File: src/rtl/aes_stream_feeder.sv
// aes_stream_feeder
//   Word-stream front end for AESTOP. Packs four 32-bit input words into a
//   128-bit block (word 0 -> [127:96], word 3 -> [31:0]), latches the mode
//   from word 0, pulses aes_start for one cycle, waits for aes_ready, captures
//   aes_cipher and returns it as four 32-bit words with valid/ready.
//
//   Optional macro AES_FEED_TIMEOUT_EN: WAIT watchdog. If aes_ready is not
//   seen within TIMEOUT_CYC WAIT cycles the block is dropped, err sets (sticky)
//   and the FSM returns to COLLECT. Without the macro err is tied to 0.
//
// Ports
//   clk, rst_n                 clock, async active-low reset
//   key_wr, key_in, key_ready  key register load (accepted only between blocks)
//   in_valid/in_ready/in_data/in_mode      input word stream
//   out_valid/out_ready/out_data           output word stream
//   aes_start/aes_mode/aes_key/aes_in      drive to AESTOP (registered)
//   aes_cipher/aes_ready                   result from AESTOP
//   blk_done, blk_cnt, err                 status
module aes_stream_feeder #(
   parameter int TIMEOUT_CYC = 64,
   parameter int CNT_W       = 16
) (
   input  logic             clk,
   input  logic             rst_n,
   input  logic             key_wr,
   input  logic [127:0]     key_in,
   output logic             key_ready,
   input  logic             in_valid,
   output logic             in_ready,
   input  logic [31:0]      in_data,
   input  logic             in_mode,
   output logic             out_valid,
   input  logic             out_ready,
   output logic [31:0]      out_data,
   output logic             aes_start,
   output logic             aes_mode,
   output logic [127:0]     aes_key,
   output logic [127:0]     aes_in,
   input  logic [127:0]     aes_cipher,
   input  logic             aes_ready,
   output logic             blk_done,
   output logic [CNT_W-1:0] blk_cnt,
   output logic             err
);

   if (TIMEOUT_CYC < 2) begin : g_bad_timeout
      $error("aes_stream_feeder: TIMEOUT_CYC must be >= 2");
   end
   if (CNT_W < 1) begin : g_bad_cnt_w
      $error("aes_stream_feeder: CNT_W must be >= 1");
   end

   typedef enum logic [1:0] {COLLECT, START, WAIT, DRAIN} state_t;

   state_t             state, state_nx;
   logic [1:0]         cnt;
   logic [127:0]       key_q, blk_q, res_q;
   logic               mode_q;
   logic               first_q;   // high in the first WAIT cycle only
   logic [CNT_W-1:0]   blk_cnt_q;
   logic               done_ok;   // AESTOP completion, stale level masked
   logic               timeout;
   logic               in_hs, out_hs;

   assign done_ok   = (state == WAIT) && aes_ready && !first_q;
   assign in_hs     = in_valid && in_ready;
   assign out_hs    = out_valid && out_ready;
   assign key_ready = (state == COLLECT) && (cnt == 2'd0);

   assign aes_key   = key_q;
   assign aes_in    = blk_q;
   assign aes_mode  = mode_q;
   assign blk_cnt   = blk_cnt_q;
   // Word k lives at bits [127-32k -: 32]; ~cnt == 3-cnt for a 2-bit counter.
   assign out_data  = res_q[{~cnt, 5'd0} +: 32];

   always_comb begin
      state_nx  = state;
      in_ready  = 1'b0;
      out_valid = 1'b0;
      aes_start = 1'b0;
      blk_done  = 1'b0;
      case (state)
         COLLECT: begin
            in_ready = 1'b1;
            if (in_valid && cnt == 2'd3) state_nx = START;
         end
         START: begin
            aes_start = 1'b1;
            state_nx  = WAIT;
         end
         WAIT: begin
            if (done_ok)      state_nx = DRAIN;
            else if (timeout) state_nx = COLLECT;
         end
         DRAIN: begin
            out_valid = 1'b1;
            if (out_ready && cnt == 2'd3) begin
               blk_done = 1'b1;
               state_nx = COLLECT;
            end
         end
         default: state_nx = COLLECT;
      endcase
   end

   always_ff @(posedge clk or negedge rst_n) begin
      if (!rst_n) begin
         state     <= COLLECT;
         cnt       <= 2'd0;
         key_q     <= '0;
         blk_q     <= '0;
         res_q     <= '0;
         mode_q    <= 1'b0;
         first_q   <= 1'b0;
         blk_cnt_q <= '0;
      end else begin
         state   <= state_nx;
         first_q <= (state == START);
         // Same-cycle key write and word 0 both land; the new key serves this block.
         if (key_wr && key_ready) key_q <= key_in;
         if (in_hs) begin
            blk_q[{~cnt, 5'd0} +: 32] <= in_data;
            if (cnt == 2'd0) mode_q <= in_mode;
            cnt <= cnt + 2'd1;   // wraps to 0 after word 3
         end
         if (done_ok) res_q <= aes_cipher;
         if (out_hs) begin
            cnt <= cnt + 2'd1;
            if (cnt == 2'd3) blk_cnt_q <= blk_cnt_q + 1'b1;
         end
      end
   end

`ifdef AES_FEED_TIMEOUT_EN
   localparam int WD_W = $clog2(TIMEOUT_CYC + 1);

   logic [WD_W-1:0] wd_q;
   logic            err_q;

   assign timeout = (state == WAIT) && !done_ok && (wd_q == WD_W'(TIMEOUT_CYC - 1));
   assign err     = err_q;

   always_ff @(posedge clk or negedge rst_n) begin
      if (!rst_n) begin
         wd_q  <= '0;
         err_q <= 1'b0;
      end else begin
         if (state == WAIT) wd_q <= wd_q + 1'b1;
         else               wd_q <= '0;
         if (timeout) err_q <= 1'b1;
      end
   end
`else
   assign timeout = 1'b0;
   assign err     = 1'b0;
`endif

endmodule

File: config.mk
export PLATFORM = sky130hd
export DESIGN_NAME = aes_stream_feeder
export DESIGN_NICKNAME = d
export VERILOG_FILES = /design/src/rtl/aes_stream_feeder.sv
export SDC_FILE = /design/constraint.sdc
export NUM_CORES = 1
export LEC_CHECK = 0
export ABC_CLOCK_PERIOD_IN_PS = 2300
export BUFFER_PORTS_ARGS = -buffer_cell sky130_fd_sc_hd__buf_2
export CORE_AREA = 2 2 236 238
export CTS_CLUSTER_DIAMETER = 120
export DETAILED_ROUTE_END_ITERATION = 10
export DIE_AREA = 0 0 238 240
export PLACE_DENSITY = 0.6
export SLEW_MARGIN = 5
export SYNTH_ARGS = -nofsm -noshare
export SYNTH_HDL_FRONTEND = slang
export SYNTH_SLANG_ARGS = --single-unit
File: constraint.sdc
create_clock -name clk -period 2.3 [get_ports clk]
set_input_delay 0.115 -clock clk [delete_from_list [all_inputs] [get_ports clk]]
set_output_delay 0.115 -clock clk [all_outputs]
set_load 0.02 [all_outputs]
==> run metrics, run 1 <==
Reg-to-Reg Start cnt[0]; Seq/Total Area, Yosys 63.10%; layout cell share with drive strength beyond 1 49.81%; Placed Instance Area 20230 µm²; setup TNS 0 ns; crit path kind flop to output pin; Die Y 240 µm; clock transition at the registers of the reported paths 0.06 ns; Final GP Congestion 0.8750; EDFF count, synth 0; HPWL after detailed placement approximately 38000 µm; antenna-violating nets left 0; Clock power frac 22.2%; type of origin of the critical path flop; worst setup path end out_data[14]; endpoints failing setup 0; Pre-antenna DRT Iters 5; vias 12910; status finished, final reports clean; Pint 21.39 mW; Rows 86; final wirelength around 55000 µm; Pleak 12.13 nW; Clock Latency Late Sink around 0.57 ns; Final min period roughly 2.2 ns; R2R Setup Slk 0.15 ns; Switching Share 37.53%; Worst Hold Launch key_wr; largest net degree at the start of global routing 71; crit-path max FO 17; WP data required 2.18 ns; GRT Total Usage 18.50%; Syn Area/Cell roughly 15 µm²; drc violations 0; commonest cells in the synthesized netlist 406 x dfrtp_1, 260 x mux2_2, 139 x nand2_1; fillers 4923; Mapped Area 16100 µm²; Async S/R FF share, synth 100.0%; initial antenna violation count 9; Vias/cell 4.662; Final WS setup 0.08895 ns; htree depth 2; RSZ-0062 raised after global routing yes; Unique masters post-synth 30; Inserted Clock Buffers 46; width of the die 238 µm; final hold violation count 0; count leader, synth dfrtp_1; Flop pwr share 35.4%; flops & latches, synth a little over 400; WL/cell approximately 20 µm; initial DRC count 531; hold crit path type input port to flop; Psw 12.85 mW; Final Skew around 0.018 ns; leading area contributor after synthesis dfrtp_1; core box area between 50000 and 60000 µm²; Initial Utilization 29.45%; Crit. End Element output pin; Top FF cell, synth dfrtp_1; vias in the first global route between 10000 and 15000; combinational fraction of design power between 40% and 50%; total gr overflow 0; Synth area leaders dfrtp_1 63%, mux2_2 18%, mux4_2 4.5%; Synth Instances approximately 1100; Final period util 96.13%; reg2reg path depth 7; IO buf count 604; yosys warns 0; RR Endpoint aes_key[44]; WP data arrival between 2 and 2.5 ns; first-pass GRT wire length 82120 µm; Max Clk Rate 452.3 MHz; area delta synth->final 54.27%; crit path launch cnt[0]; CTS tree built; Hold WS 0.05027 ns; Syn Nets 1410; post-route cell area 24840 µm²; pre-CTS setup slack 0.2116 ns; PwrDens 1379 nW/µm²; number of max-cap violations 0; worst-margin pin slew 0.6416 ns; relative max-transition margin 57.23%; fin nets 2327; clock root buffer clkbuf_16; # clock sinks 406; max-slew violation count 0; I/O Pins between 600 and 700; Power Total 34.25 mW; Die ar. ~57000 µm²; area share of the largest cell type after synthesis 63.10%; VDD IR max 0.8181 mV; clk buf depth 3
==> flip-flops by register name, summed over array words and instances (netlist names) <==
name / count
first_q: 1
state: 2
aes_in: 128
res_q: 128
aes_mode: 1
aes_key: 128
blk_cnt: 16
cnt: 2
==> through the flow <==
step                      cells  util (%)
after CTS                  2759     45.34
final                      2770     45.44
after detailed placement   2381     37.00
after global placement     2381     37.00
after global routing       2769     45.43
after floorplan            1104         -
==> how the worst min path moves through the flow <==
| stage | end | cells past startpoint |
|---|---|---|
| floorplan | aes_in[0] | 0 |
| global placement | res_q[40] | 1 |
| detailed placement | res_q[40] | 1 |
| CTS | aes_key[50] | 3 |
| global route | aes_key[50] | 3 |
| finish | aes_key[50] | 3 |
==> what timing repair did <==
item,CTS,global route
endpoints found under the setup margin,13,11
cloned,1,1
hold buffers,292,0
buffers inserted,2,0
hold endpoints to repair,519,0
resized for setup,2,1
==> cell families (layout without fill, tap and decap cells) <==
kind of cell	count (synthesis)	count (layout)	share of synthesized area (%)
and+or+nand+nor	169	169	4.585
adders and majority gates	11	11	0.8548
xor gates and xnor gates	16	16	0.8704
buffers and inverters	77	1029	2.238
muxes	292	292	22.66
other	1	11	0.02329
DFF	406	406	63.10
AOI/OAI and AO/OA	132	132	5.665
==> layout make-up <==
cell class,count,area [µm²],area share [%]
diodes,10,25.02,0.1008
multi-input cells,621,5630,22.67
clock buffers,65,1323,5.325
inverters,7,26.28,0.1058
clock inverters,18,242.7,0.9773
repair buffers,939,6548,26.36
flip-flops and latches,406,10160,40.91
well taps,704,880.8,3.546
==> power groups by stage <==
stage | clock (mW) | sequential [mW] | combinational, mW
after global routing | 8.07 | 12.5 | 15.5
after CTS | 7.79 | 12.0 | 14.5
after floorplan | 0 | 14.3 | 6.36
final | 7.60 | 12.1 | 14.5
after global placement | 0 | 12.0 | 13.6
after detailed placement | 0 | 12.2 | 13.9
==> worst max-delay path: stages, from the launching register on <==
cell       delay (ns)
dfrtp_2          0.44
bufbuf_16        0.37
mux4_2           0.53
buf_2            0.18
==> metal layers <==
metal  GRT usage, %  part of all wire (%)  up-vias
met5              0                 0.013        -
li1               -                     -     5769
met1          20.83                    38     6496
met4          9.015                   4.5        2
met2          32.23                    50      525
met3          5.316                   7.5      121
==> placed cells by master, fill, tap and decap left out, drive strengths merged, types with 3 or more instances in the layout <==
cell,count
buf,645
dfrtp,406
dlygate4sd3,292
mux2,260
nand2,139
clkbuf,66
a22o,65
o21ai,64
mux4,32
ha,11
diode,10
inv,9
clkinv,9
xnor2,8
xor2,8
nor3,7
nand3,7
bufinv,5
nand4,4
and3,3
nor4,3
No activity file was read; power rests on OpenSTA's default activity.
==> run 2: changes to the inputs <==
Settings changed: CELL_PAD_IN_SITES_DETAIL_PLACEMENT set to 1, CELL_PAD_IN_SITES_GLOBAL_PLACEMENT set to 2, CORE_AREA 2 2 236 238 to unset, CORE_MARGIN set to 2, CORE_UTILIZATION set to 29, DIE_AREA 0 0 238 240 to unset, PLACE_DENSITY 0.6 to 0.81.
==> run 2 against run 1 <==
  * Largest power group unchanged
  * Critical path depth did not move
  * Final cell count rose by 1.6%
  * Sequential power is essentially flat
  * Clock skew decreased by 0.0084 ns
  * Via count rose by 0.34%
  * Register-to-register slack worse by 0.05 ns
  * First-iteration DRC count fell by 3.4%
==> run metrics, run 2 (synthesis results as in run 1) <==
drc violations 0 (unchanged); initial antenna violation count 12 (+3); total gr overflow 0 (unchanged); initial DRC count 513 (-3.4%); number of max-cap violations 0 (unchanged); Post-Route Utilization 45.01% (-0.43 points); Placed Instance Area 20280 µm² (+0.25%); first-pass GRT wire length 90110 µm (+9.7%); clock transition at the registers of the reported paths 0.06 ns (about the same); HPWL after detailed placement 38500 µm (+2.4%); Layout Cells excl Fill 2814 (+1.6%); commonest non-fill, non-tap cells in the layout 603 x buf_2, 404 x dfrtp_1, 292 x dlygate4sd3_1; width of the die 239.6 µm (+0.68%); Max Clk Rate 443.5 MHz (-1.9%); IO buf count 604 (unchanged); area delta synth->final 53.71%; GRT Total Usage 20.63% (+2.1 points); dpl cells 2421 (+1.7%); relative max-transition margin 52.25% (-5.0 points); final hold violation count 0 (unchanged); crit path kind flop to output pin; Psw 13.42 mW (+4.4%); WP data required 2.18 ns (about the same); Switching Share 39.09% (+1.6 points); VDD IR max 0.7253 mV (-11%); combinational fraction of design power 42.9% (+0.4 points); vias in the first global route 14750 (+4.5%); post-route cell area 24750 µm² (-0.36%); Pleak 12.04 nW (-0.74%); fillers 5811 (+18%); Final WS setup 0.04541 ns (-0.04354 ns); pre-CTS setup slack 0.2190 ns (+0.007460 ns); setup TNS 0 ns (unchanged); type of origin of the critical path flop; Final min period 2.255 ns (+0.04354 ns); vias 12960 (+0.34%); RR Endpoint aes_key[92]; status finished, final reports clean; most common cell after layout, fill and taps aside buf_2; crit path launch cnt[0]; Final Skew 0.009495 ns (-0.008440 ns); largest net degree at the start of global routing 73 (+2.8%); PwrDens 1387 nW/µm² (+0.61%); Final GP Congestion 0.8175 (-6.6%); hold crit path type input port to async pin; antenna-violating nets left 0 (unchanged); Flop pwr share 36.0% (+0.6 points); Inserted Clock Buffers 47 (+2.2%); WP data arrival 2.14 ns (+0.04 ns); Final period util 98.03% (+1.9 points); Hold WS 0.1746 ns (+0.1243 ns); Initial Utilization 29.28% (-0.17 points); Clock power frac 21.1% (-1.1 points); reg2reg path depth 7 (unchanged); Clock Latency Late Sink 0.57 ns (about the same); max-slew violation count 0 (unchanged); htree depth 2 (unchanged); fin nets 2322 (-0.21%); RSZ-0062 raised after global routing yes; WL/cell 21.78 µm (+10%); CTS tree built; clock root buffer clkbuf_16; I/O Pins 606 (unchanged); endpoints failing setup 0 (unchanged); worst-margin pin slew 0.7163 ns (+0.07477 ns); final wirelength 61300 µm (+12%); Rows 86 (unchanged); Pint 20.91 mW (-2.3%); layout cell share with drive strength beyond 1 49.42% (-0.39 points); slowest cell on the critical path mux4_2; R2R Setup Slk 0.10 ns (-0.05 ns); Die Y 239.6 µm (-0.16%); core box area 54990 µm² (+0.59%); Die ar. 57420 µm² (+0.53%); # clock sinks 406 (unchanged); Power Total 34.33 mW (+0.24%); crit-path max FO 17 (unchanged); worst path cell trace bufbuf_16, mux4_2, buf_2; Pre-antenna DRT Iters 4 (-1); Vias/cell 4.604 (-1.2%); Reg-to-Reg Start cnt[0]; Crit. End Element output pin; slowest stage delay, CP 0.55 ns (+0.02 ns); clk buf depth 3 (unchanged)
==> run 2: cell count changes in the layout (fill, tap and decap cells not counted), sizes merged <==
cell      change
buf           -5
bufinv        -4
clkbuf        +6
clkinv        -5
clkinvlp      +1
diode         +4
inv           +3
==> run 2: worst max-delay path by stage <==
| stage | to | slack (ns) | cells after the start |
|---|---|---|---|
| floorplan | aes_key[59] | 0.001 | 9 |
| global placement | aes_key[92] | 0.28 | 6 |
| detailed placement | aes_key[101] | 0.22 | 6 |
| CTS | out_data[7] | 0.004 | 3 |
| global route | out_data[31] | -0.04 | 3 |
| finish | out_data[31] | 0.05 | 3 |
==> run 2: worst max-delay path, delay by kind of cell, from the launching register on <==
kind	cells	cell delay [ns]
buf+inv	2	0.56
flops	1	0.45
mux	1	0.55
==> run 2: repair_timing <==
item	CTS	global route
hold endpoints to repair	443	0
hold buffers	292	0
setup endpoints to repair	29	17
buffers inserted	1	0
gates resized for setup	1	2
gates cloned	1	0
==> run 2: power by group through the flow <==
stage	logic, mW	clock network (mW)	registers (mW)
after detailed placement	13.9	0	12.3
final	14.7	7.24	12.4
after global routing	15.7	7.71	12.7
after CTS	14.6	7.39	12.2
after floorplan	6.36	0	14.3
after global placement	13.6	0	12.0
==> run 2: final cells by class <==
cell class	instances	area (µm²)	area share (%)
sequential	406	10160	41.06
clock buffer	72	1350	5.455
timing repair buffer	933	6487	26.21
clock inverter	13	116.4	0.4702
inverter	7	26.28	0.1062
multi-input combinational	621	5634	22.77
tap	748	935.9	3.782
antenna	14	35.03	0.1416
==> run 2: metal layers <==
metal,global-route usage (%),part of all wire (%)
met1,22.00,36
met2,37.73,53
met3,5.832,7.4
met4,9.053,3.9
met5,0,0.049
